<file path="src/rtl/game_master_fsm.sv">
// game_master_fsm: button-started game controller tracking score and lives.
// Define GAME_TIMEOUT_EN to add an inactivity timeout in PLAY (TIMEOUT_CYCLES).
module game_master_fsm #(
   parameter int NUM_BTN        = 4,
   parameter int SCORE_W        = 8,
   parameter int TARGET_SCORE   = 10,
   parameter int LIVES          = 3,
   parameter int TIMEOUT_CYCLES = 100000000
) (
   input  logic               CLK,
   input  logic               RESET,
   input  logic [NUM_BTN-1:0] BTN,
   input  logic               SCORE_INC,
   input  logic               FAIL,
   output logic               TRIG,
   output logic [1:0]         STATE,
   output logic [SCORE_W-1:0] SCORE,
   output logic [2:0]         LIVES_LEFT
);

   typedef enum logic [1:0] {
      IDLE = 2'b00,
      PLAY = 2'b01,
      WIN  = 2'b10,
      LOSE = 2'b11
   } state_t;

   if (TARGET_SCORE < 1 || TARGET_SCORE >= (1 << SCORE_W)) begin : g_bad_target
      $error("TARGET_SCORE outside 1 .. 2**SCORE_W-1");
   end
   if (LIVES < 1 || LIVES > 7) begin : g_bad_lives
      $error("LIVES outside 1 .. 7");
   end
   if (TIMEOUT_CYCLES < 1) begin : g_bad_timeout
      $error("TIMEOUT_CYCLES must be at least 1");
   end

   state_t             state, state_next;
   logic [SCORE_W-1:0] score, score_next;
   logic [2:0]         lives, lives_next;
   logic               trig, trig_next;
   logic [NUM_BTN-1:0] btn_q;
   logic [NUM_BTN-1:0] btn_hold, btn_hold_next;
   logic               btn_event;
   logic               timed_out;

   // btn_hold masks buttons that were already down at reset until they are released.
   assign btn_event = |(BTN & ~btn_q & ~btn_hold);

`ifdef GAME_TIMEOUT_EN
   localparam int CNT_W = (TIMEOUT_CYCLES > 1) ? $clog2(TIMEOUT_CYCLES) : 1;

   logic [CNT_W-1:0] idle_cnt, idle_cnt_next;

   assign timed_out = (idle_cnt == CNT_W'(TIMEOUT_CYCLES - 1)) && !btn_event && !SCORE_INC;

   always_comb begin
      idle_cnt_next = '0;
      if (state == PLAY && state_next == PLAY && !btn_event && !SCORE_INC)
         idle_cnt_next = idle_cnt + 1'b1;
   end

   always_ff @(posedge CLK) begin
      if (RESET) idle_cnt <= '0;
      else       idle_cnt <= idle_cnt_next;
   end
`else
   assign timed_out = 1'b0;
`endif

   always_ff @(posedge CLK) begin
      // NOTE: every register here uses <= so all of them see the pre-edge values.
      if (RESET) begin
         state    <= IDLE;
         score    <= '0;
         lives    <= 3'(LIVES);
         trig     <= 1'b0;
         btn_q    <= '0;
         btn_hold <= BTN;
      end else begin
         state    <= state_next;
         score    <= score_next;
         lives    <= lives_next;
         trig     <= trig_next;
         btn_q    <= BTN;
         btn_hold <= btn_hold_next;
      end
   end

   always_comb begin
      // NOTE: defaults first, so no path through this block can infer a latch.
      state_next    = state;
      score_next    = score;
      lives_next    = lives;
      trig_next     = 1'b0;
      btn_hold_next = btn_hold & BTN;
      case (state)
         IDLE: begin
            if (btn_event) begin
               state_next = PLAY;
               score_next = '0;
               lives_next = 3'(LIVES);
               trig_next  = 1'b1;
            end
         end
         PLAY: begin
            // Score is always below target in PLAY, so the increment cannot overshoot.
            if (SCORE_INC)
               score_next = score + 1'b1;
            if (FAIL && lives != 3'd0)
               lives_next = lives - 3'd1;
            if (score_next == SCORE_W'(TARGET_SCORE))
               state_next = WIN;
            else if (lives_next == 3'd0)
               state_next = LOSE;
            else if (timed_out) begin
               state_next = LOSE;
               lives_next = 3'd0;
            end
         end
         WIN, LOSE: begin
            if (btn_event)
               state_next = IDLE;
         end
      endcase
   end

   always_comb begin
      STATE      = state;
      SCORE      = score;
      LIVES_LEFT = lives;
      TRIG       = trig;
   end

endmodule

</file>
<file path="config.mk">
export PLATFORM = sky130hd
export DESIGN_NAME = game_master_fsm
export DESIGN_NICKNAME = d
export VERILOG_FILES = /design/src/rtl/game_master_fsm.sv
export SDC_FILE = /design/constraint.sdc
export NUM_CORES = 1
export LEC_CHECK = 0
export ABC_AREA = 1
export BUFFER_PORTS_ARGS = -buffer_cell sky130_fd_sc_hd__buf_2
export CORE_UTILIZATION = 45
export CTS_CLUSTER_SIZE = 20
export DETAILED_ROUTE_END_ITERATION = 16
export PLACE_DENSITY = 0.7
export SLEW_MARGIN = 15
export SYNTH_ARGS = -nofsm -noshare
export SYNTH_HDL_FRONTEND = slang
export SYNTH_SLANG_ARGS = --single-unit
</file>
<file path="constraint.sdc">
create_clock -name CLK -period 1.3 [get_ports CLK]
set_input_delay 0.26 -clock CLK [delete_from_list [all_inputs] [get_ports CLK]]
set_output_delay 0.26 -clock CLK [all_outputs]
set_load 0.005 [all_outputs]
</file>
# Word-level counts from Yosys, hierarchy flattened
# Index checks and enable logic that the tools add are counted.
# Widths: inputs -> output; s select.
[totals]
out_inout_bits = 14
input_bits = 8
register_bits = 22
word_cells = 46
[classes]
add_sub_neg = 2
n_bitwise = 6
reduce_logical = 10
n_mux = 15
eq_ne = 7
[ops]
columns = ["cell", "count"]
rows = [
  ["$mux 8", 3],
  ["$pmux 8 s2", 1],
  ["$and 4x4->4", 3],
  ["$mux 3", 3],
  ["$add 8x1->8 const B", 1],
  ["$eq 8x4->1 const B", 1],
  ["$mux 2", 4],
  ["$not 4->4", 2],
  ["$pmux 2 s3", 1],
  ["$pmux 3 s2", 1],
  ["$eq 2x2->1 const B", 2],
  ["$mux 4", 1],
  ["$ne 2x2->1 const B", 2],
  ["$reduce_or 2->1", 2],
  ["$reduce_or 4->1", 1],
  ["$logic_not 3->1", 1],
  ["$ne 3x3->1 const B", 1],
  ["$reduce_and 3->1", 1],
  ["$reduce_bool 3->1", 1],
  ["$sub 3x1->3 const B", 1],
  ["$eq 2x1->1 const B", 1],
  ["$logic_not 2->1", 1],
  ["$reduce_and 2->1", 1],
  ["$reduce_bool 2->1", 1],
  ["other kinds (3)", 3],
]

# Logic depth before layout (Yosys ltp)
# Gate-level depths: netlist of run 1.
[depth]
word_depth = 8
depth_mapped = 15
ltp_nobuf = 15

# Worst setup path before layout of run 1
# Ideal clock, no wire load.
[synth_path]
path_type = "flip-flop to flip-flop"
start = "register score[0] (netlist: SCORE[0])"
end = "register state[0] (netlist: STATE[0])"
setup_ns = 0.113
stages_incl_launch_ff = 12
t_arrival_ns = 1.356
required_time_ns = 1.187
slack_ns = -0.169
path_buffers = 0
synth_period_minus_slack_ns = 1.469
cell_sequence = "dfxtp_1 > ha_1 > nand2_1 > nor2_1 > nand3_1 > nand2_1 > nand2_1 > nor2_2 > nand3_1 > and2_1 > nor2_1 > nor2_1"
[synth_via]
elab_chain_cells = 6
word_cells_on_any_way = 8
classes_between = "1 x add/sub; 2 x eq/ne; 4 x mux; 1 x reduce/logical"
[synth_rtl]
columns = ["item", "line", "rtl"]
rows = [
  ["start, declared", "39", "logic [SCORE_W-1:0] score, score_next;"],
  ["start signal, assigned", "82", "score <= score_next;"],
  ["$add 8x1->8", "109", "score_next = score + 1'b1;"],
  ["$mux 8 *", "108", "if (SCORE_INC)"],
  ["$mux 8 *", "97", "case (state)"],
  ["$eq 8x4->1 *", "112", "if (score_next == SCORE_W'(TARGET_SCORE))"],
  ["$ne 3x3->1 (no source line) or $mux 2 (tied branches)", "n/a", ""],
  ["$reduce_and 3->1 (no source line) or $pmux 2 s3 (tied branches)", "n/a", ""],
  ["end signal, assigned", "81", "state <= state_next;"],
  ["end, declared", "38", "state_t state, state_next;"],
]
# Mark *: on every way between the ends. The rest lies on a longest branch, timed or not. The select of a mux whose other input is x is not followed.
# A chain may end at the register's enable or synchronous reset.

# Final worst setup path of run 1
# Ends and elaborated chain as after synthesis.

==> results of run 1 <==
## flip-flops by register name (all words and copies together), names as in the netlist
register and cells:
btn_hold 4, TRIG 1, STATE 2, LIVES_LEFT 3, btn_q 4, SCORE 8
## cells by family (layout without fill, tap and decap cells)
| logic type | Yosys count | after routing | synth area share |
|---|---|---|---|
| fa+ha+maj | 3 | 3 | 0.03364 |
| buf+inv | 29 | 74 | 0.09753 |
| xor+xnor | 1 | 1 | 0.007849 |
| compound gates | 21 | 21 | 0.09641 |
| flops | 22 | 22 | 0.3946 |
| simple gates | 99 | 99 | 0.3699 |
## worst reg2reg max path, delay by kind of cell (launching register included)
| kind | cells | cell delay (ns) |
|---|---|---|
| AND/OR/NAND/NOR | 12 | 0.82 |
| adder cells (fa/ha/maj) | 1 | 0.26 |
| flip-flops | 1 | 0.38 |
## worst min-delay path by stage
stage | startpoint | end | slack [ns]
2_1_floorplan | BTN[0] | btn_q[0] | 0.38
3_3_place_gp | btn_hold[0] | btn_hold[0] | 0.44
3_5_place_dp | btn_hold[0] | btn_hold[0] | 0.45
4_1_cts | BTN[0] | btn_q[0] | 0.17
5_1_grt | BTN[2] | btn_q[2] | 0.17
6_report | BTN[0] | btn_q[0] | 0.17
## cell type report
type                            count  area, sq um  area share
Clock buffer                        3        22.52     0.01425
Clock inverter                      1        30.03     0.01900
Tap cell                           28        35.03     0.02217
Inverter                           26        97.59     0.06176
Sequential cell                    22        452.9      0.2866
Multi-Input combinational cell    124        660.6      0.4181
Timing Repair Buffer               44        281.5      0.1781
## power groups by stage
stage / logic, uW / clock network, uW / registers, uW
after global placement: 343 / 0 / 751
after detailed placement: 351 / 0 / 753
after floorplan: 175 / 0 / 759
after CTS: 360 / 538 / 738
final: 405 / 530 / 740
after global routing: 450 / 551 / 747
## placed cells by master, fill, tap and decap left out
cell and instances:
nor3_1 2, nor2_1 13, a21oi_1 12, buf_4 22
nand2_4 1, clkbuf_4 3, inv_2 6, bufinv_16 1
nand3_2 2, nand3b_1 1, xor2_2 1, ha_1 2
a21oi_2 2, nand2_2 13, o21ai_2 1, dfxtp_4 1
o21ai_0 2, nand3_1 6, o22ai_2 2, nor2_2 3
ha_4 1, and2_1 1, dfxtp_2 7, dfxtp_1 14
o21ai_1 2, nand2_1 55, buf_6 1, nor2_4 2
buf_2 21, inv_1 20
## stage by stage
stage	cell area, sq um	util	TNS (ns)
floorplan	1135	-	-0.1295
global placement	1421	0.6245	-0.3735
detailed placement	1421	0.6245	-0.8881
CTS	1498	0.6581	-0.3440
global route	1580	0.6943	-0.6670
finish	1580	0.6943	-0.3565
## per-layer routing
layer  part of all wire  up-vias
met5                  0        -
met4              0.020        0
met3              0.041        5
met2               0.53       19
met1               0.40      515
li1                   -      625
## repair_timing
item / CTS / global route
endpoints found under the hold margin: 0 / 0
pin swaps: 4 / 17
hold buffers: 0 / 0
setup buffers: 1 / 1
resized for setup: 7 / 29
endpoints found under the setup margin: 13 / 13
==> summary.txt, run 1 <==
Run status
  • Run status: finished, violations left
  • Violated checks: setup timing

Global routing
  • GRT Util Overall: 0.2185
  • Largest net degree at the start of global routing: 14
  • Vias in the first global route: 1,076
  • Grt met2 use: 0.4091
  • GRT busiest layer: met2
  • M1 GR Usage: 0.2319
  • Initial antenna violation count: 0
  • First-pass GRT wire length: 4305 um
  • Congestion Overflow GR: 0
  • Met3 usage: 0.04678

Timing
  • Slew Limit Headroom: 0.8484
  • Fin crit period: 1.505 ns
  • Fin. Hold Viols: 0
  • Fin Hold WS: 0.1747 ns
  • Pins Over Slew Limit: 0
  • Period utilization: 1.157
  • Finish-stage setup viols: 2
  • Layout Skew: 0.002910 ns
  • Setup slack after layout: -0.2046 ns
  • Slew at the pin closest to its max-slew limit: 0.2257 ns
  • RSZ-0062 raised after global routing: yes
  • Max Fclk: 0.6646 GHz

Pwr
  • Clk network pwr share: 0.316
  • P_sw: 459.8 uW
  • PwrDens: 1060 mW/mm^2
  • Internal: 1216 uW
  • Net Sw Frac: 0.2744
  • Combinational power share: 0.242
  • Design Power: 1676 uW
  • Max VDD drop: 0.8710 mV
  • Flop pwr share: 0.442
  • P_leak: 0.0007737 uW

Flow run
  • Max-Cap Viols: 0

CTS
  • Clk_lat worst skew: 0.32 ns
  • Clock sinks: 22
  • Root Driver: clkbuf_4
  • CTS tree: yes
  • Reg clk slew, reported paths: 0.12 ns
  • Clock Tree Buf Depth: 2
  • H-tree levels: 1
  • Num CTS Buffers: 3

Floorplan
  • Die area: 0.002683 sq mm
  • Die width: 51.80 um
  • Starting density of the core: 0.4904
  • Core footprint: 0.002276 sq mm
  • Die H: 51.80 um
  • Rows: 17
  • # IOs: 22

Min path
  • Cells on Worst Hold Path: 3
  • Min-Delay Path Class: input port to register

Setup path
  • CP delay by family, top: simple AND/OR/NAND/NOR gates
  • CP startpoint: SCORE[0]
  • CP startpoint kind: register
  • FF-to-FF Start: SCORE[0]
  • Worst path depth: 13
  • Count of buffer and inverter cells on the critical path: 0
  • FF-to-FF End: STATE[0]
  • Arrival @ worst endpoint: 1.77 ns
  • Critical path endpoint category: register
  • R2R setup slack: -0.20 ns
  • Max FO, Critical Path: 3
  • Critical Path End: STATE[0]
  • CP cell instances: ha_4 -> nand2_2 -> nand2_2 -> nand2_1 -> nor2_2 -> nand2_1 -> nor2_2 -> nand2_1 -> nand2_2 -> nand2_2 -> nand2_1 -> nand2_1 -> nor2_1
  • Critical path's largest stage delay: 0.38 ns
  • Required time worst endpoint: 1.57 ns
  • FF-to-FF path depth: 13
  • CP Class: register to register
  • Crit path top cell by count: nand2_1
  • Critical path's slowest cell: dfxtp_4

Logic synthesis
  • Synth top cells by count: nand2_1 (65), inv_1 (25), dfxtp_1 (22), nor2_1 (15), a21oi_1 (14)
  • Syn Nets: 186
  • Post-synthesis sequential area ratio: 0.3946
  • Top_reg_cell synth: dfxtp_1
  • Top cell type's share of synthesized area: 0.3946
  • Synth Instances: 175
  • Flops & latches, synth: 22
  • Yosys warning count: 0
  • Top post-synthesis cells by area: dfxtp_1 (39%), nand2_1 (22%), inv_1 (8.4%)
  • Syn avg cell area: 6.378 sq um
  • Synth cell types: 18
  • Post-synth EDFFs: 0
  • Most frequent cell after synthesis: nand2_1
  • Post-synthesis async set-or-reset flop share: 0
  • Synthesized area: 0.001116 sq mm
  • Biggest area consumer among synthesized cells: dfxtp_1

Detailed routing
  • Antenna-violating nets left: 0
  • Drt initial violations: 17
  • Via density: 4.694
  • Final wirelength: 2614 um
  • Via count: 1,164
  • WL/cell: 10.54 um
  • Drt first pass iters: 5
  • Post-route DRC: 0

Finish
  • P&R area growth vs syn: 41.59%
  • Fin cells: 248
  • NumNets Final: 232
  • Layout cells sized above 1: 0.4091
  • ANT cells: 0
  • Fill count: 198

Place
  • DP HPWL: 1910 um
  • Pre-CTS setup slack: -0.1900 ns
  • Dpl cells: 242
  • Placer Congestion: 0.8268
  • Count of input and output buffers: 21
No activity file was read; power rests on OpenSTA's default activity.
==> run 2: changes to the inputs <==
--- a/config.mk
+++ b/config.mk
@@ -10,7 +10,7 @@
 export CORE_UTILIZATION = 45
 export CTS_CLUSTER_SIZE = 20
 export DETAILED_ROUTE_END_ITERATION = 16
-export PLACE_DENSITY = 0.7
+export PLACE_DENSITY_LB_ADDON = 0.15
 export SLEW_MARGIN = 15
 export SYNTH_ARGS = -nofsm -noshare
 export SYNTH_HDL_FRONTEND = slang
==> summary.txt, run 2 (synthesis results as in run 1) <==
Timing
  • Period utilization: 1.168
  • Setup slack after layout: -0.2184 ns
  • Fin. Hold Viols: 0
  • Fin Hold WS: 0.1645 ns
  • Fin crit period: 1.518 ns
  • Layout Skew: 0.003730 ns
  • RSZ-0062 raised after global routing: yes
  • Max Fclk: 0.6586 GHz
  • Finish-stage setup viols: 2
  • Pins Over Slew Limit: 0
  • Slew Limit Headroom: 0.8421
  • Slew at the pin closest to its max-slew limit: 0.2366 ns

Finish
  • Layout cells sized above 1: 0.4091
  • Most frequent cells in the layout: nand2_1 (53), buf_4 (22), inv_1 (21), buf_2 (21), dfxtp_1 (15)
  • P&R area growth vs syn: 43.95%
  • Most common cell after layout, fill and taps aside: nand2_1
  • Post-route cell area: 0.001607 sq mm
  • Finished Core Util: 0.7059
  • NumNets Final: 232
  • ANT cells: 0
  • Fill count: 201
  • Multi-input gate area: 685.7 sq um
  • FF+latch area: 451.7 sq um
  • Largest register FFs: 8

Setup path
  • Critical path's largest stage delay: 0.39 ns
  • Critical path's slowest cell: dfxtp_4
  • Count of buffer and inverter cells on the critical path: 0
  • Critical path endpoint category: register
  • Arrival @ worst endpoint: 1.79 ns
  • CP cell instances: ha_4 -> nand2_2 -> nor2_1 -> nor2_1 -> nor2_1 -> nand2_1 -> nor2_2 -> nand2_1 -> nand2_2 -> nand2_2 -> nand2_2 -> nand2_2 -> nor2_1
  • Required time worst endpoint: 1.57 ns
  • CP delay by family, top: simple AND/OR/NAND/NOR gates
  • Crit path top cell by count: nand2_2
  • Max FO, Critical Path: 3
  • CP Class: register to register
  • CP startpoint kind: register

Pwr
  • P_leak: 0.0007746 uW
  • PwrDens: 1051 mW/mm^2
  • Design Power: 1688 uW
  • Max VDD drop: 0.9452 mV

Detailed routing
  • Post-route DRC: 0
  • Drt first pass iters: 4
  • Final wirelength: 2682 um
  • Via density: 4.863
  • WL/cell: 10.81 um
  • Via count: 1,206
  • Drt initial violations: 20
  • Antenna-violating nets left: 0

Global routing
  • GRT Util Overall: 0.2215
  • Congestion Overflow GR: 0
  • Largest net degree at the start of global routing: 14
  • First-pass GRT wire length: 4353 um
  • Initial antenna violation count: 0
  • Vias in the first global route: 1,115

Floorplan
  • Rows: 17
  • Die area: 0.002683 sq mm
  • Starting density of the core: 0.4904
  • # IOs: 22
  • Die H: 51.80 um
  • Core footprint: 0.002276 sq mm
  • Die width: 51.80 um

Run status
  • Violated checks: setup timing
  • Run status: finished, violations left

Place
  • DP HPWL: 1960 um
  • Placed Area: 0.001429 sq mm
  • Placer Congestion: 0.8038
  • Count of input and output buffers: 21

CTS
  • Root Driver: clkbuf_4
  • Num CTS Buffers: 3
  • CTS tree: yes
  • Clock sinks: 22
  • H-tree levels: 1
  • Reg clk slew, reported paths: 0.13 ns
  • Clk_lat worst skew: 0.32 ns
  • Clock Tree Buf Depth: 2

Min path
  • Min-Delay Path Class: input port to register

Flow run
  • Max-Cap Viols: 0
run 2: repair_timing:
action                     4_1_cts  5_1_grt
buffers inserted                 0        1
setup endpoints to repair       13       13
pin swaps                        3       11
gates resized for setup          3       37
hold buffers                     0        0
run 2: layer usage:
layer / up-vias / GRT usage / routed length (um)
li1: 627 / - / -
met1: 544 / 0.2387 / 1155
met2: 28 / 0.4069 / 1363
met3: 7 / 0.04094 / 101
met4: 0 / 0.1126 / 61
met5: - / 0 / 0
run 2: layout make-up:
class                   count  share of cell area
repair buffers             44              0.1752
well taps                  28             0.02181
clock buffers               3             0.01402
multi-input cells         124              0.4268
flip-flops and latches     22              0.2812
inverters                  26             0.06231
clock inverters             1             0.01869
run 2: path summary, 6_finish.rpt:
| path | from | to | slack [ns] | cells after the start |
|---|---|---|---|---|
| max | SCORE[0] | STATE[0] | -0.22 | 13 |
| min | BTN[1] | btn_q[1] | 0.16 | 3 |
| max reg2reg | SCORE[0] | STATE[0] | -0.22 | 13 |
| min reg2reg | btn_hold[0] | btn_hold[0] | 0.46 | 2 |
run 2: worst reg2reg max path, delay by kind of cell, from the launching register on:
kind / cells / cell delay (ns)
flip-flops: 1 / 0.39
adder cells (fa/ha/maj): 1 / 0.16
AND/OR/NAND/NOR: 12 / 0.92
run 2: through the flow:
stage               setup WS [ns]  setup TNS [ns]  std cells
global route              -0.3534         -0.7687        248
finish                    -0.2184         -0.3890        248
CTS                       -0.1789         -0.8107        247
global placement          -0.1528         -0.4030        243
floorplan                 -0.1092         -0.1295        175
detailed placement        -0.1887         -0.6430        243
run 2: report_power, final:
group          switching, uW  leakage (uW)  internal [uW]
Clock                    219     0.0000279            312
Sequential              24.2      0.000182            716
Combinational            232      0.000564            185
==> run 3: changes to the inputs <==
==> constraint.sdc (replaced) <==
create_clock -name CLK -period 1.7 [get_ports CLK]
set_input_delay 0.34 -clock CLK [delete_from_list [all_inputs] [get_ports CLK]]
set_output_delay 0.34 -clock CLK [all_outputs]
set_load 0.005 [all_outputs]
==> summary.txt, run 3 (synthesis results as in run 1) <==
Detailed routing
  • Via density: 4.802
  • Via count: 1,090
  • Antenna-violating nets left: 0
  • Final wirelength: 2286 um
  • WL/cell: 10.07 um
  • Drt first pass iters: 4
  • Drt initial violations: 26
  • Post-route DRC: 0

Setup path
  • Count of buffer and inverter cells on the critical path: 0
  • Critical path endpoint category: register
  • Critical path's slowest cell: dfxtp_2
  • CP delay by family, top: simple AND/OR/NAND/NOR gates
  • Required time worst endpoint: 1.92 ns
  • CP cell instances: ha_2 -> nand2_1 -> nor2_1 -> nand3_1 -> nand2_1 -> nand2_1 -> nor2_2 -> nand3_1 -> and2_1 -> nor2_1 -> nor2_1
  • Max FO, Critical Path: 5
  • R2R setup slack: 0.16 ns
  • FF-to-FF Start: SCORE[0]
  • Arrival @ worst endpoint: 1.77 ns
  • FF-to-FF End: STATE[0]
  • CP startpoint kind: register
  • Critical path's largest stage delay: 0.39 ns
  • FF-to-FF path depth: 11
  • CP Class: register to register

Pwr
  • Flop pwr share: 0.482
  • Internal: 860.8 uW
  • Design Power: 1180 uW
  • Clk network pwr share: 0.337
  • Combinational power share: 0.181
  • PwrDens: 884.1 mW/mm^2
  • P_sw: 319.5 uW
  • P_leak: 0.0006490 uW
  • Net Sw Frac: 0.2707
  • Max VDD drop: 0.5878 mV

Timing
  • Period utilization: 0.9076
  • Max Fclk: 0.6481 GHz
  • Fin crit period: 1.543 ns
  • Finish-stage setup viols: 0
  • RSZ-0062 raised after global routing: no
  • Layout Skew: 0.009206 ns
  • Pins Over Slew Limit: 0
  • Slew Limit Headroom: 0.7961
  • Setup TNS: 0 ns
  • Slew at the pin closest to its max-slew limit: 0.3059 ns
  • Fin. Hold Viols: 0

Min path
  • Hold Path Sink: btn_q[1]
  • Min-Delay Path Class: input port to register
  • Hold Startpoint: BTN[1]
  • Cells on Worst Hold Path: 3

CTS
  • Post_cts resized: 0
  • Hold-fix buffers, CTS: 0
  • Clock Tree Buf Depth: 2
  • Clock sinks: 22
  • H-tree levels: 1
  • Num CTS Buffers: 3
  • Clk_lat worst skew: 0.31 ns
  • # Post-CTS Setup Buffers: 0
  • CTS tree: yes
  • Reg clk slew, reported paths: 0.13 ns
  • Root Driver: clkbuf_4

Run status
  • Run status: finished, final reports clean

Floorplan
  • Rows: 17
  • Die H: 51.80 um
  • Die width: 51.80 um
  • Die area: 0.002683 sq mm
  • Starting density of the core: 0.4904
  • Core footprint: 0.002276 sq mm
  • # IOs: 22

Global routing
  • Vias in the first global route: 937
  • Initial antenna violation count: 0
  • Largest net degree at the start of global routing: 17
  • GRT Util Overall: 0.1926
  • Congestion Overflow GR: 0
  • First-pass GRT wire length: 3801 um

Finish
  • Fin cells: 227
  • Most common cell after layout, fill and taps aside: nand2_1
  • Layout cells sized above 1: 0.2111
  • Largest register FFs: 8
  • Fill count: 232
  • P&R area growth vs syn: 19.62%
  • ANT cells: 0
  • NumNets Final: 211
  • Most frequent cells in the layout: nand2_1 (64), inv_1 (24), buf_2 (21), dfxtp_1 (19), nor2_1 (15)

Flow run
  • Max-Cap Viols: 0

Place
  • DP HPWL: 1661 um
  • Placer Congestion: 0.7913
  • Count of input and output buffers: 21
  • Dpl cells: 223
[run 3: cell types whose count changed in the layout (fill, tap and decap cells not counted), sizes merged]
cell,delta
clkinvlp,+1
buf,-21
clkinv,-1
[run 3: routing by layer]
layer,vias up,track usage,part of all wire
met3,4,0.03509,0.021
li1,587,-,-
met4,0,0.08108,0.011
met5,-,0,0
met1,483,0.2496,0.48
met2,16,0.3117,0.48
[run 3: power groups by stage]
stage | logic (uW) | clock network, uW | registers (uW)
4_1_cts | 207 | 411 | 566
5_1_grt | 244 | 436 | 572
2_1_floorplan | 133 | 0 | 577
3_5_place_dp | 207 | 0 | 578
3_3_place_gp | 200 | 0 | 576
6_report | 213 | 398 | 569
[run 3: per-stage QoR]
| stage | util | area [sq um] | setup slack, ns | hold WS, ns |
|---|---|---|---|---|
| detailed placement | 0.5536 | 1260 | 0.1077 | 0.4440 |
| floorplan | - | 1116 | 0.2309 | 0.4276 |
| CTS | 0.5767 | 1313 | 0.1034 | 0.2452 |
| finish | 0.5866 | 1335 | 0.1570 | 0.2542 |
| global route | 0.5866 | 1335 | 0.01008 | 0.2465 |
| global placement | 0.5536 | 1260 | 0.1694 | 0.4388 |
[run 3: cell type report]
| type | count | area, sq um | share of cell area |
|---|---|---|---|
| Clock buffer | 3 | 22.52 | 0.01687 |
| Timing Repair Buffer | 23 | 120.1 | 0.08997 |
| Multi-Input combinational cell | 124 | 579.3 | 0.4339 |
| Tap cell | 28 | 35.03 | 0.02624 |
| Sequential cell | 22 | 446.7 | 0.3346 |
| Clock inverter | 1 | 30.03 | 0.02249 |
| Inverter | 26 | 101.3 | 0.07591 |
[run 3: worst register-to-register path: stages, from the launching register on]
cell	delay [ns]
dfxtp_2	0.39
ha_2	0.21
nand2_1	0.07
nor2_1	0.12
nand3_1	0.11
nand2_1	0.08
nand2_1	0.05
nor2_2	0.09
nand3_1	0.07
and2_1	0.14
nor2_1	0.09
nor2_1	0.05
[run 3: worst max-delay path by stage]
stage	startpoint	endpoint	slack, ns	cells after the start
5_1_grt	LIVES_LEFT[0]	STATE[0]	0.01	15
2_1_floorplan	SCORE[0]	STATE[0]	0.23	11
6_report	SCORE[0]	STATE[0]	0.16	11
3_5_place_dp	SCORE[0]	STATE[0]	0.11	11
3_3_place_gp	BTN[1]	SCORE[0]	0.17	8
4_1_cts	SCORE[0]	STATE[0]	0.10	11
